--- src/rtl/mips_dmem_io.sv ---
// Data-side memory/MMIO responder for the single-cycle MIPS core: word RAM, LED register,
// optional timer (define MIPS_DMEM_TIMER_EN) and a FIFO-fed byte-serial TX port.
module mips_dmem_io #(
    parameter int RAM_AW       = 6,
    parameter int CLKS_PER_BIT = 16,
    parameter int FIFO_DEPTH   = 4
) (
    input  logic        clk,
    input  logic        reset,
    input  logic        memwrite,
    input  logic [31:0] address,
    input  logic [31:0] writedata,
    output logic [31:0] readdata,
    output logic [7:0]  leds,
    output logic        tx,
    output logic        irq
);

    localparam int PW = $clog2(FIFO_DEPTH);
    localparam int BW = $clog2(CLKS_PER_BIT);
    localparam logic [BW-1:0] BAUD_LAST     = BW'(CLKS_PER_BIT - 1);
    localparam logic [PW:0]   FIFO_FULL_CNT = (PW+1)'(FIFO_DEPTH);

    localparam logic [5:0] OFF_LED  = 6'h00;
    localparam logic [5:0] OFF_TCNT = 6'h01;
    localparam logic [5:0] OFF_TCMP = 6'h02;
    localparam logic [5:0] OFF_STAT = 6'h03;
    localparam logic [5:0] OFF_TXD  = 6'h04;

    typedef enum logic [1:0] {S_IDLE, S_START, S_DATA, S_STOP} tx_state_t;

    logic              w_mmio;
    logic [5:0]        w_off;
    logic [RAM_AW-1:0] w_ram_idx;
    logic              w_mmio_we;
    logic              w_ram_we;
    logic              w_unused;

    // MMIO offsets are word-granular, so address[1:0] never takes part in decode.
    assign w_mmio    = (address[31:16] == 16'hFFFF);
    assign w_off     = address[7:2];
    assign w_ram_idx = address[RAM_AW+1:2];
    assign w_mmio_we = memwrite & w_mmio;
    assign w_ram_we  = memwrite & ~w_mmio;
    assign w_unused  = ^{address[15:8], address[1:0]};

    logic [31:0] r_ram [0:(1<<RAM_AW)-1];

    always_ff @(posedge clk) begin
        if (w_ram_we) r_ram[w_ram_idx] <= writedata;
    end

    logic [7:0] r_leds;

    always_ff @(posedge clk or negedge reset) begin
        if (!reset) r_leds <= '0;
        else if (w_mmio_we && w_off == OFF_LED) r_leds <= writedata[7:0];
    end

    assign leds = r_leds;

    logic [31:0] w_tcnt;
    logic [31:0] w_tcmp;
    logic        w_match;

`ifdef MIPS_DMEM_TIMER_EN
    logic [31:0] r_tcnt;
    logic [31:0] r_tcmp;
    logic        r_match;
    logic        w_hit;
    logic        w_clr;

    assign w_hit = (r_tcnt == r_tcmp);
    assign w_clr = w_mmio_we && (w_off == OFF_STAT) && writedata[0];

    always_ff @(posedge clk or negedge reset) begin
        if (!reset) begin
            r_tcnt  <= '0;
            r_tcmp  <= '1;
            r_match <= 1'b0;
        end else begin
            r_tcnt <= (w_mmio_we && w_off == OFF_TCNT) ? 32'd0 : r_tcnt + 32'd1;
            if (w_mmio_we && w_off == OFF_TCMP) r_tcmp <= writedata;
            // A fresh match beats a same-cycle clear so no event is lost.
            r_match <= w_hit | (r_match & ~w_clr);
        end
    end

    assign w_tcnt  = r_tcnt;
    assign w_tcmp  = r_tcmp;
    assign w_match = r_match;
`else
    assign w_tcnt  = '0;
    assign w_tcmp  = '0;
    assign w_match = 1'b0;
`endif

    assign irq = w_match;

    tx_state_t     r_state;
    logic [BW-1:0] r_baud;
    logic [2:0]    r_bit_idx;
    logic [7:0]    r_shift;
    logic          r_tx;

    logic [7:0]    r_fifo [0:FIFO_DEPTH-1];
    logic [PW-1:0] r_wr_ptr;
    logic [PW-1:0] r_rd_ptr;
    logic [PW:0]   r_count;
    logic          w_empty;
    logic          w_full;
    logic          w_pop;
    logic          w_push;
    logic [7:0]    w_head;
    logic          w_busy;

    assign w_empty = (r_count == '0);
    assign w_full  = (r_count == FIFO_FULL_CNT);
    assign w_head  = r_fifo[r_rd_ptr];
    assign w_busy  = (r_state != S_IDLE);
    assign w_pop   = ~w_empty & ((r_state == S_IDLE) |
                                 ((r_state == S_STOP) && (r_baud == BAUD_LAST)));
    // A push into a full FIFO is accepted only when a pop frees a slot that same cycle.
    assign w_push  = w_mmio_we && (w_off == OFF_TXD) && (~w_full | w_pop);

    always_ff @(posedge clk) begin
        if (w_push) r_fifo[r_wr_ptr] <= writedata[7:0];
    end

    always_ff @(posedge clk or negedge reset) begin
        if (!reset) begin
            r_wr_ptr <= '0;
            r_rd_ptr <= '0;
            r_count  <= '0;
        end else begin
            if (w_push) r_wr_ptr <= r_wr_ptr + PW'(1);
            if (w_pop)  r_rd_ptr <= r_rd_ptr + PW'(1);
            case ({w_push, w_pop})
                2'b10:   r_count <= r_count + (PW+1)'(1);
                2'b01:   r_count <= r_count - (PW+1)'(1);
                default: r_count <= r_count;
            endcase
        end
    end

    always_ff @(posedge clk or negedge reset) begin
        if (!reset) begin
            r_state   <= S_IDLE;
            r_baud    <= '0;
            r_bit_idx <= '0;
            r_shift   <= '0;
            r_tx      <= 1'b1;
        end else begin
            case (r_state)
                S_IDLE: begin
                    if (w_pop) begin
                        r_state <= S_START;
                        r_shift <= w_head;
                        r_baud  <= '0;
                        r_tx    <= 1'b0;
                    end
                end
                S_START: begin
                    if (r_baud == BAUD_LAST) begin
                        r_baud    <= '0;
                        r_bit_idx <= '0;
                        r_state   <= S_DATA;
                        r_tx      <= r_shift[0];
                    end else begin
                        r_baud <= r_baud + BW'(1);
                    end
                end
                S_DATA: begin
                    if (r_baud == BAUD_LAST) begin
                        r_baud <= '0;
                        if (r_bit_idx == 3'd7) begin
                            r_state <= S_STOP;
                            r_tx    <= 1'b1;
                        end else begin
                            r_bit_idx <= r_bit_idx + 3'd1;
                            r_shift   <= {1'b0, r_shift[7:1]};
                            r_tx      <= r_shift[1];
                        end
                    end else begin
                        r_baud <= r_baud + BW'(1);
                    end
                end
                S_STOP: begin
                    if (r_baud == BAUD_LAST) begin
                        r_baud <= '0;
                        // Chain straight into the next start bit when more bytes wait.
                        if (w_pop) begin
                            r_state <= S_START;
                            r_shift <= w_head;
                            r_tx    <= 1'b0;
                        end else begin
                            r_state <= S_IDLE;
                            r_tx    <= 1'b1;
                        end
                    end else begin
                        r_baud <= r_baud + BW'(1);
                    end
                end
                default: begin
                    r_state <= S_IDLE;
                    r_tx    <= 1'b1;
                end
            endcase
        end
    end

    assign tx = r_tx;

    always_comb begin
        readdata = '0;
        if (w_mmio) begin
            case (w_off)
                OFF_LED:  readdata = {24'd0, r_leds};
                OFF_TCNT: readdata = w_tcnt;
                OFF_TCMP: readdata = w_tcmp;
                OFF_STAT: readdata = {28'd0, w_empty, w_full, w_busy, w_match};
                default:  readdata = '0;
            endcase
        end else begin
            readdata = r_ram[w_ram_idx];
        end
    end

endmodule

--- config.mk ---
export PLATFORM = sky130hd
export DESIGN_NAME = mips_dmem_io
export DESIGN_NICKNAME = d
export VERILOG_FILES = /design/src/rtl/mips_dmem_io.sv
export SDC_FILE = /design/constraint.sdc
export NUM_CORES = 2
export LEC_CHECK = 0
export ABC_AREA = 0
export CAP_MARGIN = 25
export CORE_ASPECT_RATIO = 1.4
export CORE_UTILIZATION = 51
export DETAILED_ROUTE_END_ITERATION = 7
export DONT_BUFFER_PORTS = 1
export PLACE_DENSITY = 0.66
export SYNTH_ARGS = -nofsm -noshare
export SYNTH_HDL_FRONTEND = slang
export SYNTH_SLANG_ARGS = --single-unit
--- constraint.sdc ---
create_clock -name clk -period 6.6 [get_ports clk]
set_clock_uncertainty 0.15 [all_clocks]
set_input_delay 1.65 -clock clk [delete_from_list [all_inputs] [get_ports clk]]
set_output_delay 1.65 -clock clk [all_outputs]
set_load 0.01 [all_outputs]
Yosys cells after proc, flatten, opt, wreduce, memory -nomap -nowiden
Memories as Yosys holds them, arrays and structs flattened.
Cells that the tools add are included.
Widths: inputs -> output; s select.
{ "op_classes": {"div_mod_pow": 0, "mux": 33, "reduce_logical": 16, "addsub": 6, "bitwise_logic": 8, "n_mul": 0, "n_eq_ne": 17, "shifts": 0, "n_lt_le_gt_ge": 0} }
{ "ops": {"columns": ["cell", "n"], "rows": [
  ["$mux 32", 1],
  ["$mux 8", 4],
  ["$pmux 8 s3", 1],
  ["$eq 16x16->1 const B", 1],
  ["$pmux 8 s2", 1],
  ["$pmux 3 s2", 2],
  ["$reduce_and 4->1", 3],
  ["$mux 1", 11],
  ["$mux 2", 5],
  ["$ne 2x2->1 const B", 5],
  ["$mux 3", 3],
  ["$mux 4", 2],
  ["$pmux 2 s4", 1],
  ["$pmux 4 s2", 1],
  ["$add 3x1->3 const B", 2],
  ["$eq 2x2->1 const B", 3],
  ["$eq 3x3->1 const B", 2],
  ["$eq 6x2->1 const B", 1],
  ["$eq 6x3->1 const B", 1],
  ["$logic_not 6->1", 1],
  ["$reduce_bool 2->1", 3],
  ["$reduce_and 5->1", 1],
  ["$add 2x1->2 const B", 2],
  ["$add 4x1->4 const B", 1],
  ["13 further kinds", 22]
]} }
{ "totals": {"elab_cells": 91, "mem_bits_rw": 2080, "romBits": 0, "register_bits": 33, "latchBits": 0, "mem_count": 2, "input_bits": 67, "output_inout_bits": 42} }
{ "mem_list": {"columns": ["memory", "depth", "width", "rd", "rd_ports_with_merged_regs", "wr", "line", "source"], "rows": [
  ["r_ram", 64, 32, 1, 0, 1, "47", "logic [31:0] r_ram [0:(1<<RAM_AW)-1];"],
  ["r_fifo", 4, 8, 1, 0, 1, "106", "logic [7:0] r_fifo [0:FIFO_DEPTH-1];"]
]} }

Longest topological paths before layout
{ "logic_depth": {"ltp_word": 8, "depth_mapped": 14, "depth_no_buf": 13} }

Worst setup path before layout
OpenSTA, ideal clock, no wires.
{ "synth_path": {"path_kind": "input to output", "from": "input address[4]", "to": "output readdata[4]", "path_slack_ns": 1.414, "required_time_ns": 4.800, "path_buffers": 4, "path_stages": 9, "arrival_time_ns": 3.386, "cell_sequence": "buf_4 buf_6 buf_2 buf_2 mux2i_1 o22ai_1 o21ai_0 o2111ai_1 o41a_1"} }
{ "synth_via": {"elab_chain_cells": 3, "elab_cells_between_ends": 5, "classes_between": "eq/ne: 1; mux: 2; reduce/logical: 1; memory: 1"} }
{ "synth_rtl": {"columns": ["item", "line", "source"], "rows": [
  ["start, declared", "11", "input logic [31:0] address,"],
  ["branches (longest 2 deep; another with $mem_v2 64x32)", null, null],
  ["$mux 32 (*)", "216", "if (w_mmio) begin"],
  ["end, declared", "13", "output logic [31:0] readdata,"]
]} }
Mark *: on every way between the ends.

Worst setup path in the final report
{ "layout_path": {"from": "input address[3]", "to": "output readdata[29]"} }
{ "layout_via": {"elab_chain_cells": 2} }
{ "layout_rtl": {"columns": ["item", "line"], "rows": [
  ["$mem_v2 64x32", null],
  ["$mux 32", "216"]
]} }
No other way between the ends.

==> summary.txt <==
Die
  – IO Count: 109
  – Row count: 173
  – CORE AREA: 0.159 sq mm
  – Die Width: 341 um
  – Starting Density: 0.515
  – Die H: 477 um
  – DIE AREA: 0.163 sq mm

Timing
  – Setup Viol. Count Final: 31
  – Slew @ Worst Pin: 1.78 ns
  – Post-route setup slack: -0.563 ns
  – Tmin final: 7.16 ns
  – Final hold violations: 0
  – Post-route clock period utilization: 1.09
  – Slew headroom: -0.184
  – Slew Limit Fails: 212
  – Fmax: 0.140 GHz

Layout
  – Layout cell share with drive strength beyond 1: 0.178
  – Area growth from synthesis to layout: 13.0%
  – Final Util: 0.582
  – Commonest non-fill, non-tap cell in the layout: edfxtp_1
  – Final nets: 4,786
  – Layout Cells excl Fill: 6,967
  – Commonest non-fill, non-tap cells in the layout: 2,080 x edfxtp_1, 385 x mux2i_1, 204 x clkbuf_16

GRT
  – Grt ovf: 0
  – First-pass GRT wire length: 360,000 um
  – Largest net degree at the start of global routing: 524
  – Initial antenna violation count: 8
  – GRT Util Overall: 0.322
  – Vias in the first global route: 45.8k

Critical path
  – CP required: 4.80 ns
  – CP peak stage delay: 0.85 ns
  – Startpoint class of the critical path: primary input
  – WP buf/inv: 4
  – CP max stage cell: clkinv_2
  – Crit path DAT: 5.36 ns
  – Most used cell, CP: buf_4
  – CP Cell Sequence: clkinv_2, buf_4, o21ai_0, a222oi_1, o22a_1, a41oi_1, buf_4, buf_4
  – CP Max Fanout: 358
  – Crit end category: output pin
  – Critical path class: primary input to output pin
  – Top Family by Delay on Critical Path: buffers and inverters

Clocking
  – Clock transition at path regs: 0.06 ns
  – Hold buffers post-CTS: 0
  – CTS max path bufs: 3
  – CTS tree: built
  – H-Tree Depth: 4
  – Worst skew pair latency: 0.85 ns
  – CTS buffer count: 188
  – Root Buffer: clkbuf_16
  – Sink Count: 2,113

Detailed routing
  – Remaining antenna violation count: 0
  – First-pass DRT Iterations: 6
  – Iter 0 DRT Violations: 8,220
  – Final Routed Wirelength: 271,000 um
  – DRC Markers: 0
  – Via count: 48.4k
  – DR vias/cell: 6.94
  – Routed wire per std cell: 38.9 um

Place
  – Placer Congestion: 0.881
  – Dpl cells: 6,594
  – Post-DP HPWL: 147,000 um
  – Port Buf Inserts: 0

Synthesis
  – Mapped Cells: 4,544
  – Share of the synthesized area in the top cell type: 0.761
  – Post-synth EDFFs: 2,080
  – Top cell type by total area after synthesis: edfxtp_1
  – Avg Synthesized Cell Area: 18.1 sq um
  – Synthesized cell area: 0.0821 sq mm
  – Synth warn: 0
  – Async set or reset register ratio after synthesis: 0.0156
  – Synth Flop Type: edfxtp_1
  – Synth cell types: 82
  – Register area share after synthesis: 0.771
  – Post-Syn Nets: 4,625
  – Synth top area cells: edfxtp_1 76%, mux2i_1 4.7%, mux4_2 2.8%, a221oi_1 1.9%, mux2_2 1.5%
  – Register bit total from synthesis: 2,113

Power
  – Leakage: 30.0 nW
  – Overall Power: 27.1 mW
  – VDD IR max: 0.315 mV
  – Power Density: 292 mW/mm^2

Outcome
  – Status: finished, violations left
  – Failing checks: slew limit, setup timing

Hold path
  – Hold Path Class: primary input to async pin

Run
  – Max_cap viols: 0
report_power, final:
part | internal, mW | switching (mW)
logic | 0.504 | 0.853
clock network | 6.01 | 4.90
registers | 14.8 | 0.0205
total | 21.3 | 5.77
Yosys cell counts (all sizes together) (32+ instances only):
| cell | instances |
|---|---|
| a221oi | 175 |
| mux2 | 112 |
| buf | 214 |
| nor2 | 202 |
| nand2 | 136 |
| o21ai | 169 |
| a221o | 32 |
| nand3 | 46 |
| a22o | 64 |
| a21oi | 110 |
| mux2i | 385 |
| edfxtp | 2080 |
| mux4 | 101 |
| o22ai | 139 |
| dfrtp | 32 |
| clkbuf | 91 |
| a211oi | 37 |
| a22oi | 132 |
metal layers:
metal | track usage | part of all wire | up-vias
li1 | - | - | 19000
met1 | 0.405 | 0.33 | 24800
met2 | 0.511 | 0.47 | 3787
met3 | 0.0723 | 0.13 | 845
met4 | 0.194 | 0.073 | 2
met5 | 0 | 0.000041 | -
final timing paths:
check | start | endpoint | slack (ns) | depth (start not counted)
max | address[3] | readdata[29] | -0.56 | 8
min reg2reg | r_shift[4] | r_shift[4] | 0.34 | 2
min | reset | leds[2] | 0.34 | 0
max in group asynchronous | reset | tx | 5.78 | 0
max reg2reg | r_state[0] | r_count[2] | 3.69 | 12
min in group clk | r_shift[4] | r_shift[4] | 0.34 | 2
layout make-up:
type | count | area [sq um]
timing repair buffer | 276 | 3110
tap | 2100 | 2630
sequential | 2113 | 63300
fill | 11700 | 66500
antenna | 4 | 10.0
clock inverter | 115 | 1090
clock buffer | 233 | 4960
multi-input combinational | 2113 | 17600
inverter | 13 | 55.1
sequential cells by signal, summed over array words and instances, names as in the netlist:
| register | cells |
|---|---|
| r_bit_idx | 3 |
| r_fifo | 32 |
| tx | 1 |
| leds | 8 |
| r_rd_ptr | 2 |
| r_wr_ptr | 2 |
| r_ram | 2048 |
| r_count | 3 |
| r_state | 2 |
| r_shift | 8 |
| r_baud | 4 |
timing repair:
| action | in CTS | in global routing |
|---|---|---|
| buffers inserted | 0 | 6 |
| setup endpoints to repair | 0 | 32 |
| resized for setup | 0 | 6 |
cells by family (layout without fill, tap and decap cells):
logic type | Yosys count | count (layout) | synth area share
adder cells (fa/ha/maj) | 14 | 14 | 0.00223
AND/OR/NAND/NOR | 475 | 475 | 0.0257
XOR/XNOR | 6 | 6 | 0.000640
flip-flops | 2113 | 2113 | 0.771
other | 1 | 5 | 0.0000457
buffers and inverters | 318 | 637 | 0.0214
multiplexers | 598 | 598 | 0.0900
AO/OA/AOI/OAI | 1019 | 1019 | 0.0890
stage by stage:
step                      instance area, sq um  hold slack [ns]  setup TNS [ns]  worst slack, ns
after floorplan                          82100            0.300               0             1.41
after global routing                     92800            0.323        -0.00434         -0.00434
final                                    92800            0.336          -10.15           -0.563
after detailed placement                 86300            0.327               0            0.218
after CTS                                92300            0.297               0            0.210
after global placement                   86300            0.318               0            0.282
(Power assumes the default switching activity.)
